===== config.mk =====
export PLATFORM = sky130hd
export DESIGN_NAME = dpcm_mc_encoder
export DESIGN_NICKNAME = d
export VERILOG_FILES = /design/src/rtl/dpcm_mc_encoder.sv
export SDC_FILE = /design/constraint.sdc
export NUM_CORES = 1
export LEC_CHECK = 0
export CAP_MARGIN = 30
export CORE_AREA = 5 5 164 166
export DETAILED_ROUTE_END_ITERATION = 12
export DIE_AREA = 0 0 169 171
export PLACE_DENSITY_LB_ADDON = 0.15
export SLEW_MARGIN = 20
export SYNTH_ARGS = -nofsm -noshare
export SYNTH_HDL_FRONTEND = slang
export SYNTH_SLANG_ARGS = --single-unit

===== constraint.sdc =====
create_clock -name clk -period 4.45 [get_ports clk]
set_input_delay 0.445 -clock clk [delete_from_list [all_inputs] [get_ports clk]]
set_output_delay 0.445 -clock clk [all_outputs]
set_load 0.005 [all_outputs]

===== src/rtl/dpcm_mc_encoder.sv =====
// rtl/dpcm_mc_encoder.sv - multi-channel DPCM encoder with per-channel predictors and output FIFO
// Emits (sample - previous sample of same channel) as signed diff or magnitude+sign.
module dpcm_mc_encoder #(
  parameter int WIDTH      = 32,
  parameter int CHANNELS   = 4,
  parameter int MODE       = 0,
  parameter int FIFO_DEPTH = 4,
  parameter int CH_W       = (CHANNELS > 1) ? $clog2(CHANNELS) : 1
) (
  input  logic             clk,
  input  logic             rst,
  input  logic             in_valid,
  output logic             in_ready,
  input  logic [WIDTH-1:0] in_data,
  input  logic [CH_W-1:0]  in_chan,
  input  logic             in_first,
  output logic             out_valid,
  input  logic             out_ready,
  output logic [WIDTH:0]   out_data,
  output logic             out_neg,
  output logic [CH_W-1:0]  out_chan,
  output logic             err_chan
);

  localparam int AW = $clog2(FIFO_DEPTH);
  localparam int NP = 2 ** CH_W;

  logic [WIDTH-1:0] r_prev [NP];
  logic [NP-1:0]    r_primed;
  logic             r_err;

  logic [WIDTH:0]   r_mem_data [FIFO_DEPTH];
  logic             r_mem_neg  [FIFO_DEPTH];
  logic [CH_W-1:0]  r_mem_chan [FIFO_DEPTH];
  logic [AW-1:0]    r_wr_ptr;
  logic [AW-1:0]    r_rd_ptr;
  logic [AW:0]      r_count;
  logic [WIDTH:0]   r_last_data;
  logic             r_last_neg;
  logic [CH_W-1:0]  r_last_chan;

  logic             w_chan_ok;
  logic             w_accept;
  logic             w_push;
  logic             w_pop;
  logic [WIDTH-1:0] w_pred;
  logic [WIDTH:0]   w_diff;
  logic [WIDTH:0]   w_res;

  // Widen by one bit so CHANNELS itself fits when it is a power of two.
  assign w_chan_ok = ({1'b0, in_chan} < (CH_W + 1)'(CHANNELS));
  assign in_ready  = (r_count != (AW + 1)'(FIFO_DEPTH));
  assign w_accept  = in_valid & in_ready;
  assign w_push    = w_accept & w_chan_ok;
  assign out_valid = (r_count != '0);
  assign w_pop     = out_valid & out_ready;

  assign w_pred = (in_first || !r_primed[in_chan]) ? '0 : r_prev[in_chan];
  assign w_diff = {1'b0, in_data} - {1'b0, w_pred};
  // Magnitude of a WIDTH+1 bit difference never exceeds 2^WIDTH-1, so MSB stays 0.
  assign w_res  = (MODE == 1 && w_diff[WIDTH]) ? -w_diff : w_diff;

  assign out_data = out_valid ? r_mem_data[r_rd_ptr] : r_last_data;
  assign out_neg  = out_valid ? r_mem_neg[r_rd_ptr]  : r_last_neg;
  assign out_chan = out_valid ? r_mem_chan[r_rd_ptr] : r_last_chan;
  assign err_chan = r_err;

  always_ff @(posedge clk) begin
    if (w_push) begin
      r_mem_data[r_wr_ptr] <= w_res;
      r_mem_neg[r_wr_ptr]  <= w_diff[WIDTH];
      r_mem_chan[r_wr_ptr] <= in_chan;
    end
  end

  always_ff @(posedge clk) begin
    if (rst) begin
      for (int i = 0; i < NP; i++) r_prev[i] <= '0;
      r_primed    <= '0;
      r_err       <= 1'b0;
      r_wr_ptr    <= '0;
      r_rd_ptr    <= '0;
      r_count     <= '0;
      r_last_data <= '0;
      r_last_neg  <= 1'b0;
      r_last_chan <= '0;
    end else begin
      if (w_push) begin
        r_prev[in_chan]   <= in_data;
        r_primed[in_chan] <= 1'b1;
        r_wr_ptr          <= r_wr_ptr + AW'(1);
      end
      if (w_accept && !w_chan_ok) r_err <= 1'b1;
      if (w_pop) begin
        r_last_data <= r_mem_data[r_rd_ptr];
        r_last_neg  <= r_mem_neg[r_rd_ptr];
        r_last_chan <= r_mem_chan[r_rd_ptr];
        r_rd_ptr    <= r_rd_ptr + AW'(1);
      end
      case ({w_push, w_pop})
        2'b10:   r_count <= r_count + (AW + 1)'(1);
        2'b01:   r_count <= r_count - (AW + 1)'(1);
        default: r_count <= r_count;
      endcase
    end
  end

endmodule


Word-level counts from Yosys, hierarchy flattened
Memories as Yosys holds them, arrays and structs flattened. A register that Yosys moved wholly into a read port is not among the register bits.
Index checks and enable logic that the tools add are counted.
Storage, ports and cells
  input port bits: 39
  ROM bits: 0
  flip-flop bits (word level): 47
  logic and storage cells: 54
  latch bits: 0
  memories: 4
  RAM bits: 272
Memory list
  r_mem_data: depth 4, bits a word 33, read ports 1, clocked after memory_dff 1, write ports 1, RTL line 32  | logic [WIDTH:0] r_mem_data [FIFO_DEPTH];
  r_prev: depth 4, bits a word 32, read ports 1, clocked after memory_dff 0, write ports 4, RTL line 28  | logic [WIDTH-1:0] r_prev [NP];
  r_mem_chan: depth 4, bits a word 2, read ports 1, clocked after memory_dff 1, write ports 1, RTL line 34  | logic [CH_W-1:0] r_mem_chan [FIFO_DEPTH];
  r_mem_neg: depth 4, bits a word 1, read ports 1, clocked after memory_dff 1, write ports 1, RTL line 33  | logic r_mem_neg [FIFO_DEPTH];
Operators by class
  shift-type cells: 0
  muxes and demuxes: 24
  bitwise logic cells: 3
  reduce and logical (&&, ||, !) cells: 6
  eq/ne operators: 3
  $mul: 0
  order comparisons: 2
  add/sub/neg operators: 5
  div/mod/pow operators: 0
Operators by type and width (count)
  two-way mux 32 bit: 2
  two-way mux 33 bit: 1
  subtractor 32 x 32 -> 33 bit: 1
  OR reduction 32 bit: 1
  two-way mux 2 bit: 8
  two-way mux 1 bit: 10
  case mux 3 bit (2 select lines): 1
  adder 2 x 1 -> 2 bit, second input constant: 2
  bitwise OR 4 bit: 1
  adder 3 x 1 -> 3 bit, second input constant: 1
  less-than comparator 2 x 3 -> 1 bit, second input constant: 1
  inequality test 3 bit, second input constant: 1
  nonzero test 3 bit: 1
  subtractor 3 x 1 -> 3 bit, second input constant: 1
  bitwise AND 1 bit: 2
  binary-select mux 1 bit (select 2 bit): 1
  demux 1 bit (select 2 bit): 1
  equality test 2 x 1 -> 1 bit, second input constant: 1
  equality test 2 bit, second input constant: 1
  greater-or-equal comparator 2 x 1 -> 1 bit, second input constant: 1
  nonzero test 2 bit: 1
  logical AND 1 bit: 1
  zero test 1 bit: 1
  logical OR 1 bit: 1

Depth between registers and ports, before layout
Gate-level depths: netlist (run 1).
  depth after elaboration: 7
  gate-level depth with buffers: 13
  mapped depth without buffers: 11

Worst setup path after synthesis (run 1)
Ideal clock, no wire load.
  path type: input -> register
  start point: input in_chan[1]
  end point: memory r_prev[3][0], enable pin
  required time: 3984 ps
  path slack: 311 ps
  stages: 5
  setup time: 466 ps
  path buffers: 3
  arrival time: 3674 ps
  cells stage by stage: clkbuf_1 clkbuf_1 clkbuf_1 nand2_1 o21ai_0
RTL lines
  from (decl): RTL line 15  | input logic [CH_W-1:0] in_chan,
  to (decl): RTL line 28

Worst setup path in the final report (run 1)
  start point: register r_primed[3]
  end point: memory r_mem_data[0][22] in the netlist's numbering (data pin)
Between the ends
  longest elaborated chain between the ends: 6
RTL lines
  from (decl): RTL line 29  | logic [NP-1:0] r_primed;
  from (signal assigned): RTL line 79  | r_primed <= '0;
  from (signal, indexed assignment): RTL line 90  | r_primed[in_chan] <= 1'b1;
  binary-select mux 1 bit (select 2 bit): RTL line 58  | assign w_pred = (in_first || !r_primed[in_chan]) ? '0 : r_prev[in_chan];
  two-way mux 1 bit (implied by the code): RTL line 58
  zero test 1 bit: RTL line 58
  logical OR 1 bit: RTL line 58
  two-way mux 32 bit: RTL line 58
  subtractor 32 x 32 -> 33 bit: RTL line 59  | assign w_diff = {1'b0, in_data} - {1'b0, w_pred};
  via w_diff[22]: RTL line 47  | logic [WIDTH:0] w_diff;
  to (decl): RTL line 32
The timed path passes the listed nets, and every way through them passes these cells. The select of a mux whose other input is x is not followed.

==> reports/results.txt, run 1 <==
The distinct cell type count after synthesis is 70. The count of instances resized after the clock tree is built was 0. Entering global routing, the biggest net connects 48 pins.

Before antenna repair, the detailed router went through 6 iterations. The mean instance size in the synthesized netlist came out at 13.7 µm². The sink count of the clock tree was 316.

The kind of critical path is reg -> reg. Synthesis produced a netlist with a net count of 1168. At the pin with the least slew margin, the transition time is 888 ps. Chip width: 169 µm. The depth of the CTS H-tree was 1; the count of routing violations after the opening detailed-route iteration was 685. The clock latency on the worst-skew pair is 550 ps, and the post-CTS repair timing setup buffer count is 0.

Required time of the critical path: 4740 ps. Counting flops and latches in the post-synthesis netlist gives 316. Setup violations remaining at the end of the flow were counted as 0.

In the layout the commonest cells are sky130_fd_sc_hd__edfxtp_1 (268), sky130_fd_sc_hd__nand2_1 (136), sky130_fd_sc_hd__and2_1 (96). The run gives 30700 µm as the sum of routed wire length over all layers. After detailed routing, the number of vias per cell comes to 5.94. The tools report the total negative setup slack as 0 ps. The launching element type of the critical path was a flip-flop. The worst pin sits at a relative slew slack of 40.8%. The slowest stage of the critical path is the sky130_fd_sc_hd__a311oi_1 cell.

The worst-case clock skew came out at 12.7 ps. After clock tree synthesis, the clock-pin slew on the worst setup and hold paths is 60 ps. The global-route wire length before repair was 48800 µm; the top fanout value on the critical path was 11. Clock tree synthesis selected as its root buffer the cell sky130_fd_sc_hd__clkbuf_16. The yosys synthesis warning count came out at 0. The congestion estimate from routability-driven global placement came to 0.840. The final antenna-violating net count was 0; the effective utilization at floorplan was 58.4%. The smallest clock period supported by the final layout is computed as 3670 ps. The repair_antennas step left the layout with diodes totalling 0.

The die outline area is 28900 µm². Across all setup checks in the final design, the least slack found is 780 ps. For this design the top-level I/O count stands at 78. The maximum single-stage delay on the critical path was 470 ps. Synthesized cell area: 14900 µm².

The fraction of final layout cells sized beyond drive strength 1 was 17.0%; the clock buffer count from CTS was 31. The net count of the finished layout came out at 1242. The share of the clock period used by the worst path after layout is 82.5%. TritonCTS built the clock tree. In this run the deepest clock path goes through 3 buffers.

Detailed placement ended at an HPWL of 20300 µm. Once layout is done, the placed cells without fillers occupy 17000 µm². Setup repair after global routing left no endpoint under its margin.

The critical path goes through mux4_2 > nor2b_2 > buf_4 > o211ai_1 > inv_1 > fa_1 > and2b_1 > o2111ai_1 > a31oi_1 > o21ai_0 > and2_1 > a311oi_1. Measured along the y axis, the die boundary spans 171 µm. The total overflow left after global routing is 0. For the number of pins exceeding their max-slew limit in the final report, the log shows 0.

Based on the critical path, the design can be clocked at up to 0.272 GHz. From synthesis to final layout, the design area changed by 14.1%. The part of the Yosys area used for sequential elements came out at 60.5%.

In this run, synthesis inferred 268 flip-flops with an integrated enable. The number of global-route vias before repair was 8901. For the arrival time at the worst endpoint, the log shows 3960 ps.

IR analysis of the VDD net gives a maximum drop of 0.000370 V. Across the run, the number of max-cap violations was 0. The class of the worst hold path was in -> reg.

For this design, the CTS-stage hold fixing added 0 buffers. The library cell used most frequently in the layout, excluding fill and tap cells, is sky130_fd_sc_hd__edfxtp_1. In the synthesized netlist the async set-or-reset flop fraction comes to 0%. The DRC violations left is 0. The floorplan has 59 rows. After technology mapping, the gate count stands at 1090. After detailed placement, the total cell area comes to 16000 µm².

In the synthesized netlist the dominant register cell turns out to be sky130_fd_sc_hd__edfxtp_1. In the global route stage, overall resource usage came out at 21.3%. Input and output buffers added on the ports amount to 76. Per-cell routed wire length: 20.2 µm. The type of destination of the critical path is a flip-flop. The core region is 25500 µm². The flow ran to the end, and the final reports show no timing, DRC or antenna violations. The post-place setup slack came out at 356 ps.

The tools report the via count as 9041. Areal power density over the cells: 511 nW/µm². The logs give 323 ps for the final hold slack and 0 for the initial antenna violation count. For the number of endpoints with negative hold slack in the final report, the log shows 0. For the leakage power figure, the log shows 0.00604 µW.
[worst max-delay path, delay by kind of cell, from the launching register on]
| family | cells | cell delay (ps) |
|---|---|---|
| fa+ha+maj | 1 | 420 |
| compound gates | 5 | 1250 |
| flops | 1 | 320 |
| buf+inv | 2 | 260 |
| mux | 1 | 460 |
| simple gates | 3 | 690 |
[stage by stage]
step                      instances  power [µW]  utilization [%]
after floorplan                1090        5280                -
after global placement         1466        6230             62.9
after detailed placement       1466        6270             62.9
after CTS                      1523        8760             66.7
after global routing           1523        9090             66.7
final                          1523        8680             66.7
[power by group]
part           switching (µW)  total (µW)  internal (µW)
Sequential                157        3780           3620
Combinational            1120        2410           1300
Clock                    1040        2490           1450
Total                    2310        8680           6360
[registers in the layout, summed over array words and instances, names as in the netlist, named ones only]
name         flops
r_last_data     33
r_wr_ptr         2
r_mem_neg        4
r_mem_data     128
r_last_chan      2
r_primed         4
r_rd_ptr         2
r_count          3
r_prev         128
r_mem_chan       8
[final cells by class]
cell class / count / area, µm²
clock buffers: 47 / 866
clock inverters: 10 / 103
fillers: 1844 / 8480
inverters: 22 / 82.6
multi-input cells: 689 / 5540
flip-flops and latches: 316 / 9010
well taps: 335 / 419
repair buffers: 104 / 968
[synth_stat cells (all sizes together) (2+ instances only)]
cell,n,share of area [%]
a2111o,2,0.15
a2111oi,3,0.22
a211o,3,0.18
a211oi,8,0.40
a21o,14,0.72
a21oi,63,2.1
a311oi,3,0.18
a31o,2,0.12
a31oi,7,0.29
and2,97,4.1
and2b,2,0.11
and3,34,1.4
buf,20,0.68
clkbuf,43,1.1
dfxtp,48,6.5
edfxtp,268,54
fa,2,0.27
ha,37,3.1
inv,22,0.55
mux2,37,2.8
mux4,67,10
nand2,137,3.5
nand3,18,0.67
nand4,9,0.38
nor2,33,0.83
nor2b,2,0.084
nor3,12,0.40
nor3b,3,0.22
nor4,3,0.13
o2111ai,2,0.12
o211ai,3,0.15
o21a,12,0.61
o21ai,16,0.56
o311ai,2,0.12
or2,4,0.17
or3,7,0.29
or4,2,0.10
xnor2,12,0.71
xor2,13,0.76
[final timing paths]
check	depth (start not counted)	from	slack, ps	endpoint
hold reg to reg	2	r_last_data[17]	450	r_last_data[17]
hold / removal	3	in_chan[0]	320	r_primed[3]
setup reg to reg	12	r_primed[3]	780	r_mem_data[0][22]
setup / recovery	12	r_primed[3]	780	r_mem_data[0][22]
[logic make-up (layout without fill, tap and decap cells)]
kind of cell | Yosys count | count (layout) | share of synthesized area, %
other | 1 | 1 | 0.0252
adders and majority gates | 39 | 39 | 3.38
AOI/OAI and AO/OA | 151 | 151 | 6.64
buffers and inverters | 85 | 183 | 2.32
DFF | 316 | 316 | 60.5
muxes | 105 | 105 | 13.0
xor gates and xnor gates | 25 | 25 | 1.47
and+or+nand+nor | 368 | 368 | 12.6
[metal layers]
| layer | share of wire (%) | up-vias | GRT usage, % | routed length [µm] |
|---|---|---|---|---|
| li1 | - | 4250 | - | - |
| met3 | 5.3 | 28 | 2.89 | 1620 |
| met2 | 48 | 230 | 34.9 | 14700 |
| met4 | 1.2 | 0 | 3.92 | 361 |
| met5 | 0 | - | 0 | 0 |
| met1 | 46 | 4533 | 31.4 | 14000 |
Note: power is estimated with default switching activity, not from simulation.
==> inputs of run 2 (changes only) <==
clock period = 3.8 ns   (was 4.45 ns; I/O delays follow)
==> run 2 against run 1 <==
Effect of this change: power grew 20%; routed wire length about the same; largest cell class unchanged; worst hold slack improved by 59 ps; sequential power grew 15%; cell count grew 2.4%; combinational power up 22%; first-iteration DRC count is 4.7% lower; via count grew 0.19%; highest routed layer unchanged; critical endpoint is now r_mem_data[2][30]; clock skew shrank 1.2 ps; clock power is 25% higher; non-clock buffer count increased by 35; core utilization rose by 1.5 points.
==> reports/results.txt, run 2 (synthesized netlist as in run 1, its figures left out) <==
The tools report the top achievable clock speed as 0.284 GHz. The tools report the half-perimeter wire length after placement as 20200 µm. Measured against its own limit, the worst slew margin works out to 62.9%. Global-route usage over all layers: 21.3%. For this design, the slowest cell found on the critical path is sky130_fd_sc_hd__mux4_2.

The detail route stage leaves a number of antenna-violating nets equal to 0. Across the run, the number of max-cap violations was 0. The worst-case clock skew is 11.5 ps, and the final number of setup-violating endpoints is 0. TritonCTS built the clock tree.

The run gives 0 as the initial antenna violation count. Post-CTS timing repair inserted 0 buffers for setup. The chip width is 169 µm.

Summed over all layers, the global routing overflow is 0. The clock period minus final worst setup slack came out at 3520 ps. The largest registers in the layout are r_mem_data: 128 flops, r_prev: 128 flops, r_last_data: 33 flops. The largest single stage delay on the critical path is 450 ps. The share of the clock period used by the worst path after layout is 92.6%.

The logs give 78 for the boundary pin count and 316 for the sink count of the clock tree. The via count was 9058; the die extent in y was 171 µm. The logs give 0 for the number of pins exceeding their max-slew limit in the final report and 58.4% for the effective utilization at floorplan.

The final hold slack is 383 ps, and the per-cell routed wire length is 19.7 µm. The run finished with clean final reports. The placed instances occupy a cell area of 16300 µm². Total power for the finished layout comes to 10400 µW. In the final layout, the multi-input gates occupy 5550 µm². The run gives 17400 µm² as the final instance area. The signal on the critical path passes through mux4_2 > nor2b_2 > and2_1 > ha_1 > fa_1 > and2b_1 > o2111ai_1 > a31oi_1 > o21ai_0 > buf_4 > a211o_1 > a211oi_1 > buf_4. For the number of endpoints with negative hold slack in the final report, the log shows 0.

Routability-driven placement finished with a final weighted congestion of 0.851. In the routed design, unresolved DRC markers number 0. For this block, the initial DRC count from the detailed router was 653. The clock transition at the registers of the reported paths came out at 60 ps. At the end of the flow the core is filled with cells to 68.2%.

The clock buffer count from CTS was 31; the net count of the finished layout was 1277. For the area inside the core boundary, the log shows 25500 µm². The run gives 49200 µm as the global-route wire length before repair. The top fanout value on the critical path was 4; the largest buffer count on any clock path was 3.

Type of destination of the critical path: a flip-flop. For the pin with the worst max-slew slack, the measured transition is 556 ps. The pre-antenna-repair detailed-routing pass consisted of 5 iterations. Cell repeated most along the worst path: sky130_fd_sc_hd__buf_4. The growth of design area from synthesis to finish was 16.7%.

The number of gates resized after CTS was 0. In the routed layout, each cell is associated on average with a via count of 5.81. The min-delay analysis places its worst path in the category in -> reg.

The most frequent standard cell in the layout excluding fill and tap cells was sky130_fd_sc_hd__edfxtp_1. For this design the ratio of total power to cell area is 599 nW/µm². Entering global routing, the biggest net connects 48 pins.

The routed design has 30700 µm of wire. In this run the core area contains 59 standard-cell rows. Maximum vdd drop: 0.000385 V. The logs give 1 for the depth of the CTS H-tree and 4220 ps for the required time of the critical path. The number of hold buffers added after CTS was 0.

The setup path with the least slack is of type reg -> reg. The count of buffers added on input and output ports is 76. For this design the static power due to leakage is 0.00625 µW. The worst setup path is launched from a flip-flop.

The clock reaches the later pin of the worst-skew pair after 550 ps. Library cell used as clock root buffer: sky130_fd_sc_hd__clkbuf_16. Fill cells in the final layout number 1822. The register area is 9010 µm². The top cell types in the final layout, fill and taps aside, are sky130_fd_sc_hd__edfxtp_1 (268), sky130_fd_sc_hd__nand2_1 (136), sky130_fd_sc_hd__and2_1 (96). Setup repair after global routing left no endpoint under its margin. The number of global-route vias before repair is 8897, and the fraction of final layout cells sized beyond drive strength 1 is 20.2%.

The repair_antennas step left the layout with diodes totalling 0. For the worst setup path, the data arrival time is 3940 ps. Die outline area: 28900 µm².
run 2: path summary, 6_finish.rpt:
check                                     from  cells after the start  slack, ps                end
worst max-delay path               r_primed[3]                     13        280  r_mem_data[2][30]
worst min register to register  r_last_data[1]                      2        450     r_last_data[1]
worst max register to register     r_primed[3]                     13        280  r_mem_data[2][30]
worst min-delay path                       rst                      4        380       r_prev[3][0]
run 2: metal layers:
| layer | GRT usage, % | up-vias | wire, µm |
|---|---|---|---|
| li1 | - | 4332 | - |
| met1 | 31.5 | 4453 | 14000 |
| met2 | 34.3 | 234 | 14500 |
| met3 | 3.37 | 39 | 1700 |
| met4 | 4.20 | 0 | 493 |
| met5 | 0 | - | 0 |
run 2: area by class of cell:
| cell class | instances | area share [%] |
|---|---|---|
| flip-flops and latches | 316 | 51.9 |
| multi-input cells | 689 | 32.0 |
| repair buffers | 139 | 7.23 |
| clock buffers | 34 | 4.53 |
| well taps | 335 | 2.41 |
| clock inverters | 24 | 1.51 |
| inverters | 22 | 0.476 |
run 2: where the power goes:
group	internal [µW]	leakage, µW	switching (µW)
Combinational	1560	0.00273	1380
Clock	1840	0.000510	1270
Sequential	4230	0.00301	128
Total	7630	0.00625	2780
run 2: critical path: cells and delay by family (launching register included):
kind	cells	cell delay [ps]
flip-flops	1	320
AND/OR/NAND/NOR	3	530
multiplexers	1	450
buffers and inverters	2	380
adder cells (fa/ha/maj)	2	580
AO/OA/AOI/OAI	5	1120
run 2: through the flow:
step	setup WS [ps]	cells	setup TNS (ps)
final	281	1559	0
after global routing	86.0	1559	0
after CTS	207	1559	0
after detailed placement	-124	1501	-1810
after global placement	-46.6	1501	-429
after floorplan	231	1090	0
==> inputs of run 3 (changes only) <==
--- a/config.mk
+++ b/config.mk
@@ -7,7 +7,10 @@
 export LEC_CHECK = 0
 export CAP_MARGIN = 30
-export CORE_AREA = 5 5 164 166
+export CELL_PAD_IN_SITES_DETAIL_PLACEMENT = 0
+export CELL_PAD_IN_SITES_GLOBAL_PLACEMENT = 1
+export CORE_AREA = 5 5 179 181
+export CTS_CLUSTER_SIZE = 25
 export DETAILED_ROUTE_END_ITERATION = 12
-export DIE_AREA = 0 0 169 171
+export DIE_AREA = 0 0 184 186
 export PLACE_DENSITY_LB_ADDON = 0.15
 export SLEW_MARGIN = 20
==> constraint.sdc (replaced) <==
create_clock -name clk -period 3.8 [get_ports clk]
set_input_delay 0.76 -clock clk [delete_from_list [all_inputs] [get_ports clk]]
set_output_delay 0.76 -clock clk [all_outputs]
set_load 0.005 [all_outputs]
==> run 3 against run 2 <==
Effect of this change: critical path depth fell by 1; clock-buffer cell count rose by 8; non-clock buffer count rose by 78; critical path type is now in -> reg; fmax fell by 3.5%; core utilization fell by 7.7 points; worst setup slack got worse by 130 ps; combinational power rose by 3%; clock skew rose by 0.76 ps; sequential share of layout area fell by 2.6 points; routed wire length rose by 4.3%; power rose by 5.7%.
==> reports/results.txt, run 3 (synthesized netlist as in run 1, its figures left out) <==
The run finished with clean final reports. The fraction of final layout cells sized beyond drive strength 1 works out to 25.4%. The root buffer cell chosen for the clock tree is sky130_fd_sc_hd__clkbuf_16. The share of the clock period used by the worst path after layout is 95.9%, and the boundary pin count is 78. The die covers 34200 µm².

Per report_power, the clock group accounts for 32.8% of the total. After clock tree synthesis, the clock-pin slew on the worst setup and hold paths is 60 ps. The first detailed-routing pass took 4 iterations. For this configuration, the core starts out at a cell density of 49.2%. The number of core rows was 64; the per-cell routed wire length was 18.8 µm. Data arrives at the worst endpoint at 3920 ps.

The largest delay contributor family on the critical path is compound AO/OA/AOI/OAI gates. For this run, the top clock speed supported by timing is 0.274 GHz. Across the VDD grid, the largest voltage drop is 0.000351 V.

On the worst path, the slowest cell contributes a delay of 520 ps. In the global route stage, overall resource usage came out at 19.1%. The post-place setup slack is -497 ps. In this run switching power makes up 25.9% of total power.

Area inside the core boundary: 30300 µm². The number of setup buffers added after CTS is 0. The largest registers in the layout are r_mem_data: 128 flops, r_prev: 128 flops, r_last_data: 33 flops. The tools report the via count as 9252. The final instance area is 18300 µm². The floorplan step set the die height to 186 µm. STA puts the critical path data required time at 4070 ps. At the pin with the least slew margin, the transition time is 590 ps. The number of global-route vias before repair was 9398. The worst hold path belongs to the class reg -> reg. TritonCTS built the clock tree. The longest clock path from root to sink contains 3 buffers.

The tools report the type of destination of the critical path as a flip-flop. The DRC violations left was 0; the initial antenna violation count was 0. The launching element type of the critical path was an input port.

The per-cell via count in the routed design is 5.44. The run gives 0 as the number of inserted diodes. The combinational share of power came out at 27.6%.

After detailed routing, the total wire length is 32100 µm. The routed design could run at a clock period as short as 3640 ps. The net switching power came out at 2850 µW.

Power spread over the standard cell area amounts to 602 nW/µm². In this run the worst path has a maximum fanout of 5. Leaving out fill and tap cells, the most frequent cell in the layout is sky130_fd_sc_hd__edfxtp_1. The library cells used most frequently in the layout, excluding fill and tap cells, are sky130_fd_sc_hd__edfxtp_1 (268), sky130_fd_sc_hd__nand2_1 (136), sky130_fd_sc_hd__buf_4 (135). The congestion estimate from routability-driven global placement came to 0.873. The die is 184 µm wide. For the depth of the CTS H-tree, the log shows 2. On the final layout, the worst clock skew is 12.3 ps. The normalized max-slew margin is 60.7%. Summed over all cells, the static leakage comes to 0.00674 µW.

Buffers placed on the I/O ports in this run total 76. The cell at the slowest stage of the critical path is sky130_fd_sc_hd__mux4_2. The critical path is of the in -> reg type. Across the run, the number of max-cap violations was 0.

The number of pins exceeding their max-slew limit in the final report was 0. Per report_power, the sequential group accounts for 39.6% of the total. Setup repair after global routing could not meet its margin everywhere.

The logs give 0 for the number of hold buffers added after CTS and 17000 µm² for the area of placed instances. Entering global routing, the biggest net connects 48 pins. The sink count of the clock tree was 316; the number of buffer and inverter instances along the worst setup path was 1.

The tools report the half-perimeter wire length after placement as 21400 µm. For the final number of setup-violating endpoints, the log shows 0. For this block, the initial DRC count from the detailed router was 559. The signal on the critical path passes through buf_2 > mux4_2 > nor2b_2 > and2_1 > ha_1 > fa_1 > and2b_1 > o2111ai_1 > a311oi_2 > a21oi_2 > o21bai_1 > xor2_1. The net count of the finished layout was 1358; the global-route wire length before repair was 52000 µm.

The worst setup margin was 155 ps. The area growth from synthesis to layout is 22.9%. The detail route stage leaves a number of antenna-violating nets equal to 0. Buffers inserted during clock tree synthesis total 34. Cell internal power was estimated by the tool at 8160 µW. Global routing finished with a remaining overflow of 0. The tools report the number of endpoints with negative hold slack in the final report as 0. Clock latency on the worst-skew pair: 510 ps.
run 3: power by group through the flow:
| stage | combinational (µW) | sequential, µW | clock (µW) |
|---|---|---|---|
| 2_1_floorplan | 1800 | 4390 | 0 |
| 3_3_place_gp | 3060 | 4410 | 0 |
| 3_5_place_dp | 3070 | 4430 | 0 |
| 4_1_cts | 3100 | 4360 | 3680 |
| 5_1_grt | 3340 | 4390 | 3830 |
| 6_report | 3040 | 4360 | 3610 |
run 3: worst reg2reg max path, stage by stage, from the launching register on:
cell	delay (ps)
sky130_fd_sc_hd__dfxtp_1	320
sky130_fd_sc_hd__mux4_2	470
sky130_fd_sc_hd__nor2b_2	190
sky130_fd_sc_hd__and2_1	140
sky130_fd_sc_hd__ha_1	200
sky130_fd_sc_hd__fa_1	390
sky130_fd_sc_hd__and2b_1	230
sky130_fd_sc_hd__o2111ai_1	190
sky130_fd_sc_hd__a311oi_2	330
sky130_fd_sc_hd__a21oi_2	150
sky130_fd_sc_hd__o21bai_1	240
sky130_fd_sc_hd__xor2_1	380
run 3: what timing repair did:
action                                  4_1_cts  5_1_grt
resized for setup                             1        6
pin swaps                                     0        1
endpoints found under the setup margin        4       32
run 3: final cells by class:
class / count / area, µm²
Clock inverter: 19 / 320
Sequential cell: 316 / 9010
Tap cell: 396 / 495
Inverter: 22 / 82.6
Timing Repair Buffer: 217 / 1870
Multi-Input combinational cell: 689 / 5600
Fill cell: 2423 / 12000
Clock buffer: 42 / 922
run 3: layer usage:
layer / GRT usage, % / wire (µm)
met1: 28.4 / 15300
met2: 30.6 / 14900
met3: 2.93 / 1440
met4: 3.73 / 445
met5: 0 / 0
run 3: path summary, 6_finish.rpt:
check | from | endpoint | slack [ps] | cells after the start
setup reg to reg | r_primed[3] | r_mem_data[0][24] | 340 | 11
hold / removal | r_last_data[5] | r_last_data[5] | 450 | 2
hold reg to reg | r_last_data[5] | r_last_data[5] | 450 | 2
setup / recovery | in_chan[0] | r_mem_data[0][24] | 160 | 12
run 3: stage by stage:
stage	hold WS, ps	setup TNS (ps)	total power [µW]	util (%)	std cells
finish	451	0	11000	60.4	1701
global route	469	-209	11600	60.4	1701
CTS	452	0	11100	60.3	1701
detailed placement	444	-20870	7510	56.2	1640
global placement	439	-16100	7470	56.2	1640
floorplan	421	0	6190	-	1090
